File: config.mk
export PLATFORM = sky130hd
export DESIGN_NAME = vga_timing_gen
export DESIGN_NICKNAME = d
export VERILOG_FILES = /design/src/rtl/vga_timing_gen.sv
export SDC_FILE = /design/constraint.sdc
export NUM_CORES = 1
export LEC_CHECK = 0
export ABC_AREA = 1
export BUFFER_PORTS_ARGS = -buffer_cell sky130_fd_sc_hd__buf_4
export CAP_MARGIN = 20
export CORE_UTILIZATION = 35
export CTS_CLUSTER_SIZE = 28
export DETAILED_ROUTE_END_ITERATION = 8
export SLEW_MARGIN = 10
export SYNTH_ARGS = -nofsm -noshare
export SYNTH_HDL_FRONTEND = slang
export SYNTH_SLANG_ARGS = --single-unit
File: constraint.sdc
create_clock -name clk -period 3.61 [get_ports clk]
set_clock_uncertainty 0.05 [all_clocks]
set_input_delay 0.722 -clock clk [delete_from_list [all_inputs] [get_ports clk]]
set_output_delay 0.722 -clock clk [all_outputs]
set_load 0.005 [all_outputs]
File: src/rtl/vga_timing_gen.sv
// Purpose: free-running VGA raster timing with hpos/vpos, syncs, blanking and frame markers.
// Latency: 1 cycle from counter state to every output; all outputs are registered together.
// Backpressure: none; the block has no inputs besides clk/rst_n and never stalls.
module vga_timing_gen #(
    parameter int H_DISPLAY = 640,
    parameter int H_FRONT   = 16,
    parameter int H_SYNC    = 96,
    parameter int H_BACK    = 48,
    parameter int V_DISPLAY = 480,
    parameter int V_FRONT   = 10,
    parameter int V_SYNC    = 2,
    parameter int V_BACK    = 33,
    parameter bit HSYNC_POL = 1'b0,
    parameter bit VSYNC_POL = 1'b0
) (
    input  logic       clk,
    input  logic       rst_n,
    output logic [9:0] hpos,
    output logic [9:0] vpos,
    output logic       visible,
    output logic       hsync,
    output logic       vsync,
    output logic       line_start,
    output logic       frame_start,
    output logic [9:0] frame_count
);

    // Totals must fit in 10 bits; every constant is sized to the counter width.
    localparam int H_TOTAL = H_DISPLAY + H_FRONT + H_SYNC + H_BACK;
    localparam int V_TOTAL = V_DISPLAY + V_FRONT + V_SYNC + V_BACK;

    localparam logic [9:0] H_LAST    = 10'(H_TOTAL - 1);
    localparam logic [9:0] V_LAST    = 10'(V_TOTAL - 1);
    localparam logic [9:0] H_VIS_END = 10'(H_DISPLAY);
    localparam logic [9:0] V_VIS_END = 10'(V_DISPLAY);
    localparam logic [9:0] HS_FIRST  = 10'(H_DISPLAY + H_FRONT);
    localparam logic [9:0] HS_LAST   = 10'(H_DISPLAY + H_FRONT + H_SYNC - 1);
    localparam logic [9:0] VS_FIRST  = 10'(V_DISPLAY + V_FRONT);
    localparam logic [9:0] VS_LAST   = 10'(V_DISPLAY + V_FRONT + V_SYNC - 1);

    // Internal counters park at the last pixel in reset so the first edge lands on (0,0).
    logic [9:0] h_cnt;
    logic [9:0] v_cnt;
    logic       primed;

    logic [9:0] h_nxt;
    logic [9:0] v_nxt;
    logic       h_wrap;
    logic       frame_wrap;
    logic       vis_nxt;
    logic       hs_act_nxt;
    logic       vs_act_nxt;

    // Next-state counters and decode; outputs register this so they share one pixel.
    always_comb begin
        h_wrap     = (h_cnt == H_LAST);
        frame_wrap = h_wrap && (v_cnt == V_LAST);
        h_nxt      = h_wrap ? 10'd0 : h_cnt + 10'd1;
        v_nxt      = v_cnt;
        if (h_wrap) begin
            v_nxt = (v_cnt == V_LAST) ? 10'd0 : v_cnt + 10'd1;
        end
        vis_nxt    = (h_nxt < H_VIS_END) && (v_nxt < V_VIS_END);
        hs_act_nxt = (h_nxt >= HS_FIRST) && (h_nxt <= HS_LAST);
        // v_nxt only moves on a horizontal wrap, so vsync is line-aligned by construction.
        vs_act_nxt = (v_nxt >= VS_FIRST) && (v_nxt <= VS_LAST);
    end

    // Counter state and the primed flag that keeps the first (0,0) out of frame_count.
    always_ff @(posedge clk or negedge rst_n) begin
        if (!rst_n) begin
            h_cnt  <= H_LAST;
            v_cnt  <= V_LAST;
            primed <= 1'b0;
        end else begin
            h_cnt <= h_nxt;
            v_cnt <= v_nxt;
            if (frame_wrap) begin
                primed <= 1'b1;
            end
        end
    end

    // Registered outputs, all decoded from the same next-state values.
    always_ff @(posedge clk or negedge rst_n) begin
        if (!rst_n) begin
            hpos        <= 10'd0;
            vpos        <= 10'd0;
            visible     <= 1'b0;
            hsync       <= ~HSYNC_POL;
            vsync       <= ~VSYNC_POL;
            line_start  <= 1'b0;
            frame_start <= 1'b0;
            frame_count <= 10'd0;
        end else begin
            hpos        <= h_nxt;
            vpos        <= v_nxt;
            visible     <= vis_nxt;
            hsync       <= hs_act_nxt ? HSYNC_POL : ~HSYNC_POL;
            vsync       <= vs_act_nxt ? VSYNC_POL : ~VSYNC_POL;
            line_start  <= h_wrap;
            frame_start <= frame_wrap;
            if (frame_wrap && primed) begin
                frame_count <= frame_count + 10'd1;
            end
        end
    end

endmodule
# After elaboration in Yosys (flattened, before gate mapping)
# Cells that the tools add are included.
dict set report op_classes {
  add_sub_neg 3
  mul 0
  n_div 0
  order_cmp 6
  n_eq_ne 2
  shifts 0
  muxes 5
  bitwise 0
  n_reduce_logical 5
}
# op n
set op_table {}
lappend op_table {{10-bit by 1-bit adder with 10-bit output, second input constant} 3}
lappend op_table {{10-bit two-way mux} 3}
lappend op_table {{10-bit equality test, second input constant} 2}
lappend op_table {{10-bit >= comparator, second input constant} 1}
lappend op_table {{10-bit by 9-bit >= comparator with 1-bit output, second input constant} 1}
lappend op_table {{10-bit less-or-equal comparator, second input constant} 1}
lappend op_table {{10-bit by 9-bit less-or-equal comparator with 1-bit output, second input constant} 1}
lappend op_table {{10-bit < comparator, second input constant} 1}
lappend op_table {{10-bit by 9-bit < comparator with 1-bit output, second input constant} 1}
lappend op_table {{1-bit logical AND} 5}
lappend op_table {{1-bit two-way mux} 2}
dict set report word_totals {
  reg_bits 56
  latch_bits 0
  ramBits 0
  mem_bits_ro 0
  inputBits 2
  output_inout_bits 35
  wordCells 32
  n_memories 0
}

# Logic depth before layout (Yosys ltp)
dict set report depth {
  depth_word 6
  ltp_mapped 13
  mapped_depth_nobuf 13
}

# Least setup slack after synthesis
# Ideal clock, no wire load.
dict set report synth_timing {
  path_kind {register -> register}
  start {reg h_cnt[0]}
  end {reg visible}
  setup_time_ns 0.113
  arrival_ns 1.648
  slack_ns 1.799
  stages_incl_launch_ff 11
  path_buffers 1
  period_less_slack_ns 1.811
  cell_sequence {dfstp_2 > ha_1 > nand2_2 > nor2_4 > nand3_4 > buf_6 > nor2_8 > xor2_4 > nand4_1 > nand2_1 > inv_1}
}
dict set report synth_via {
  elab_chain_cells 4
}
# item line
set synth_rtl {}
lappend synth_rtl {{from (decl)} 42} ;# logic [9:0] h_cnt;
lappend synth_rtl {{from (signal assigned)} 76} ;# h_cnt <= h_nxt;
lappend synth_rtl {{10-bit equality test} 56} ;# h_wrap = (h_cnt == H_LAST);
lappend synth_rtl {{10-bit two-way mux} 60} ;# if (h_wrap) begin
lappend synth_rtl {{net v_nxt[5]} 47} ;# logic [9:0] v_nxt;
lappend synth_rtl {{10-bit by 9-bit < comparator with 1-bit output} 63} ;# vis_nxt = (h_nxt < H_VIS_END) && (v_nxt < V_VIS_END);
lappend synth_rtl {{1-bit logical AND} 63}
lappend synth_rtl {{net vis_nxt} 50} ;# logic vis_nxt;
lappend synth_rtl {{to (signal assigned)} 98} ;# visible <= vis_nxt;
lappend synth_rtl {{to (decl)} 20} ;# output logic visible,
# The timed path passes the listed nets, and every way through them passes these cells.
# A chain may end at the register's enable or synchronous reset.

# Final worst setup path
dict set report layout_timing {
  start {reg h_cnt[0]}
  end {reg frame_count[7]}
}
dict set report layout_via {
  elab_chain_cells 3
}
# item line
set layout_rtl {}
lappend layout_rtl {{10-bit equality test} 56}
lappend layout_rtl {{1-bit logical AND} 57} ;# frame_wrap = h_wrap && (v_cnt == V_LAST);
lappend layout_rtl {{1-bit logical AND} 103} ;# if (frame_wrap && primed) begin
lappend layout_rtl {{to (signal assigned)} 104} ;# frame_count <= frame_count + 10'd1;
lappend layout_rtl {{to (decl)} 25} ;# output logic [9:0] frame_count
# No other way between the ends.

==> flow_metrics.py <==
metrics = {
    "synthesis": {
        "synth_nets": 285,
        "synth-seq-area-share": 0.488,
        "yosysTopAreaCellShare": 0.356,
        "ys_seq_elements": 46,
        "ys_warn_count": 0,
        "synthCells": 278,
        "synth-edff-count": 0,
        "synth_area_leader_cell": "dfrtp_1",
        "ys_top_cells_by_count": "nand2_1, inv_1, dfrtp_1, nand3_1, nor2_1",
        "synth_area_um2": 2390,
        "synth_cell_type_count": 30,
        "async_flop_share": 1.00,
        "synth.avg_cell_area_um2": 8.60,
        "synth_area_leaders": "dfrtp_1, dfstp_2, nand2_1",
        "synthFlopType": "dfrtp_1",
        "yosysMostFrequentCell": "nand2_1",
    },
    "clocking": {
        "clock_latency_ps": 300,
        "cts_setup_buffers": 0,
        "cts_hold_buf": 0,
        "htree_levels": 2,
        "numCtsBuffers": 5,
        "clockBufferDepth": 2,
        "post_cts_resized": 0,
        "clock_sinks": 46,
        "cts_tree": "built",
        "root_buffer": "clkbuf_8",
        "path_clk_slew_ps": 80,
    },
    "place": {
        "gp_congestion": 0.777,
        "port_buffers": 36,
        "place_worst_setup_slack_ps": 1380,
        "hpwl_um": 3400,
    },
    "cells_and_area": {
        "nets": 315,
        "syn_to_final_growth_pct": 15.7,
        "diodes": 0,
        "nFillCells": 677,
        "drive_above_1_share": 0.246,
    },
    "detailed_routing": {
        "drt-initial-drc-count": 98,
        "wirelength_um": 4550,
        "vias": 1794,
        "drt_pass1_iterations": 6,
        "antenna_left": 0,
        "vias_per_cell": 4.65,
        "drcViolationCount": 0,
        "wl_per_cell_um": 11.8,
    },
    "sta": {
        "rsz0062_at_grt": "false",
        "max_freq_ghz": 0.449,
        "min_period_over_period": 0.617,
        "max_slew.worst_pin.slew_ps": 566,
        "tns_ps": 0,
        "period_minus_slack_ps": 2230,
        "setup_viol": 0,
        "setup_slack_ps": 1380,
        "hold_viol": 0,
        "maxSlewViolCount": 0,
        "max-slew-margin-rel": 0.622,
    },
    "grt": {
        "overflow": 0,
        "antenna_found_initial": 0,
        "grt_pass1_wl_um": 7710,
        "grt_max_degree": 47,
        "grtUsageTotal": 0.139,
        "grt_pass1_vias": 1677,
    },
    "status": {
        "status": "finished, final reports clean",
    },
    "power_and_ir_drop": {
        "pwr-share-seq": 0.571,
        "power_frac_comb": 0.011,
        "p_clk_frac": 0.418,
        "p_int_w": 0.000720,
        "switchingPower_w": 0.000182,
        "p_total_w": 0.000902,
        "p_per_area_nw_per_um2": 326,
        "netSwitchingFraction": 0.202,
        "ir_worst_vdd_uv": 133,
        "leakage_nw": 1.47,
    },
    "worst_setup_path": {
        "r2r.worst_path.cells": 10,
        "crit_path_top_delay_cell": "dfstp_2",
        "crit_cells": 10,
        "crit_arrival_ps": 2380,
        "critPathCaptureType": "flip-flop",
        "path_buf_inv": 1,
        "path_common_cell": "nand2_1",
        "worst_setup_path_start_kind": "flip-flop",
        "path_cells": "ha_1 > nand2_2 > nor2_4 > nand3_4 > inv_2 > nand4_4 > nor3_4 > nand2_1 > nand2_1 > nand2_1",
        "crit_fanout": 13,
        "critPathRequiredTime_ps": 3760,
        "critPathTopFamily": "simple AND/OR/NAND/NOR gates",
        "crit_type": "reg -> reg",
        "crit_path_max_incr_delay_ps": 570,
    },
    "min_path": {
        "min_path_type": "in -> async",
    },
    "floorplan": {
        "die_w_um": 84.6,
        "num_rows": 29,
        "top_level_ports": 37,
        "dieHeight_um": 84.6,
        "start_util": 0.370,
        "core_area_um2": 6460,
        "die-area_um2": 7160,
    },
    "run": {
        "maxCapViolCount": 0,
    },
}
-- path summary, 6_finish.rpt --
check	from	to	slack, ps
max in group asynchronous	rst_n	h_cnt[4]$_DFF_PN1_	2760
min in group clk	frame_count[5]$_DFFE_PN0P_	frame_count[5]$_DFFE_PN0P_	470
worst max register to register	h_cnt[0]$_DFF_PN1_	frame_count[7]$_DFFE_PN0P_	1380
worst min-delay path	rst_n	primed$_DFFE_PN0P_	360
worst min register to register	frame_count[5]$_DFFE_PN0P_	frame_count[5]$_DFFE_PN0P_	470
worst max-delay path	h_cnt[0]$_DFF_PN1_	frame_count[7]$_DFFE_PN0P_	1380
-- flip-flops by register name (all words and copies together) (netlist names) --
| signal | count |
|---|---|
| visible | 1 |
| hsync | 1 |
| v_cnt | 3 |
| h_cnt | 7 |
| vpos | 10 |
| frame_count | 10 |
| primed | 1 |
| line_start | 1 |
| vsync | 1 |
| frame_start | 1 |
| hpos | 10 |
-- metal layers --
metal / up-vias / GRT usage / wire length [µm]
li1: 902 / - / -
met1: 845 / 0.186 / 2150
met2: 40 / 0.217 / 2150
met3: 7 / 0.0354 / 181
met4: 0 / 0.0555 / 73
met5: - / 0 / 0
-- power groups by stage --
stage                     registers [W]  clock network, W        logic, W
after floorplan                0.000525                 0  0.000000000711
final                          0.000515          0.000377       0.0000100
after detailed placement       0.000525                 0       0.0000111
after global routing           0.000516          0.000413       0.0000124
after global placement         0.000525                 0       0.0000110
after CTS                      0.000516          0.000386       0.0000111
-- cell usage in the layout, fill, tap and decap left out, types with 2 or more instances in the layout --
cell / netlist / layout
ha_1: 5 / 5
inv_2: 2 / 2
o21ai_0: 12 / 12
nor2_2: 3 / 3
clkbuf_8: 0 / 5
clkinv_2: 0 / 2
nand2_1: 74 / 74
inv_1: 44 / 44
nand2_2: 3 / 3
nand4_1: 4 / 4
nor4_1: 2 / 2
xnor2_1: 2 / 2
nor3_1: 2 / 2
nand3_2: 2 / 2
dfstp_2: 12 / 12
nor2_4: 2 / 2
dfrtp_1: 34 / 34
buf_4: 12 / 36
nor2_1: 22 / 22
xor2_1: 7 / 7
nand3_1: 23 / 23
-- worst reg2reg max path, cell delays in order, from the launching register on --
cell     delay, ps
dfstp_2        570
ha_1           200
nand2_2         90
nor2_4         180
nand3_4        200
inv_2          270
nand4_4        200
nor3_4         200
nand2_1         70
nand2_1         60
nand2_1         40
-- cell type report --
cell class | count | area, µm² | share of cell area
flip-flops and latches | 46 | 1170 | 0.422
multi-input cells | 173 | 950 | 0.344
repair buffers | 36 | 270 | 0.0978
inverters | 46 | 173 | 0.0625
well taps | 77 | 96.3 | 0.0349
clock buffers | 5 | 68.8 | 0.0249
clock inverters | 3 | 40.0 | 0.0145
-- metrics by stage --
step           area, µm²  instances  hold slack [ps]  utilization
4_1_cts             2760        386              384        0.428
6_report            2760        386              357        0.428
5_1_grt             2760        386              396        0.428
3_5_place_dp        2660        378              468        0.411
3_3_place_gp        2660        378              468        0.411
2_1_floorplan       2390        278              376            -
-- cells by family after synthesis --
family,Yosys count,synth area share
adder cells (fa/ha/maj),5,0.0262
multiplexers,1,0.00471
AND/OR/NAND/NOR,144,0.294
AO/OA/AOI/OAI,13,0.0283
XOR/XNOR,10,0.0445
flip-flops,46,0.488
buffers and inverters,59,0.115
Note: power is estimated with default switching activity, not from simulation.
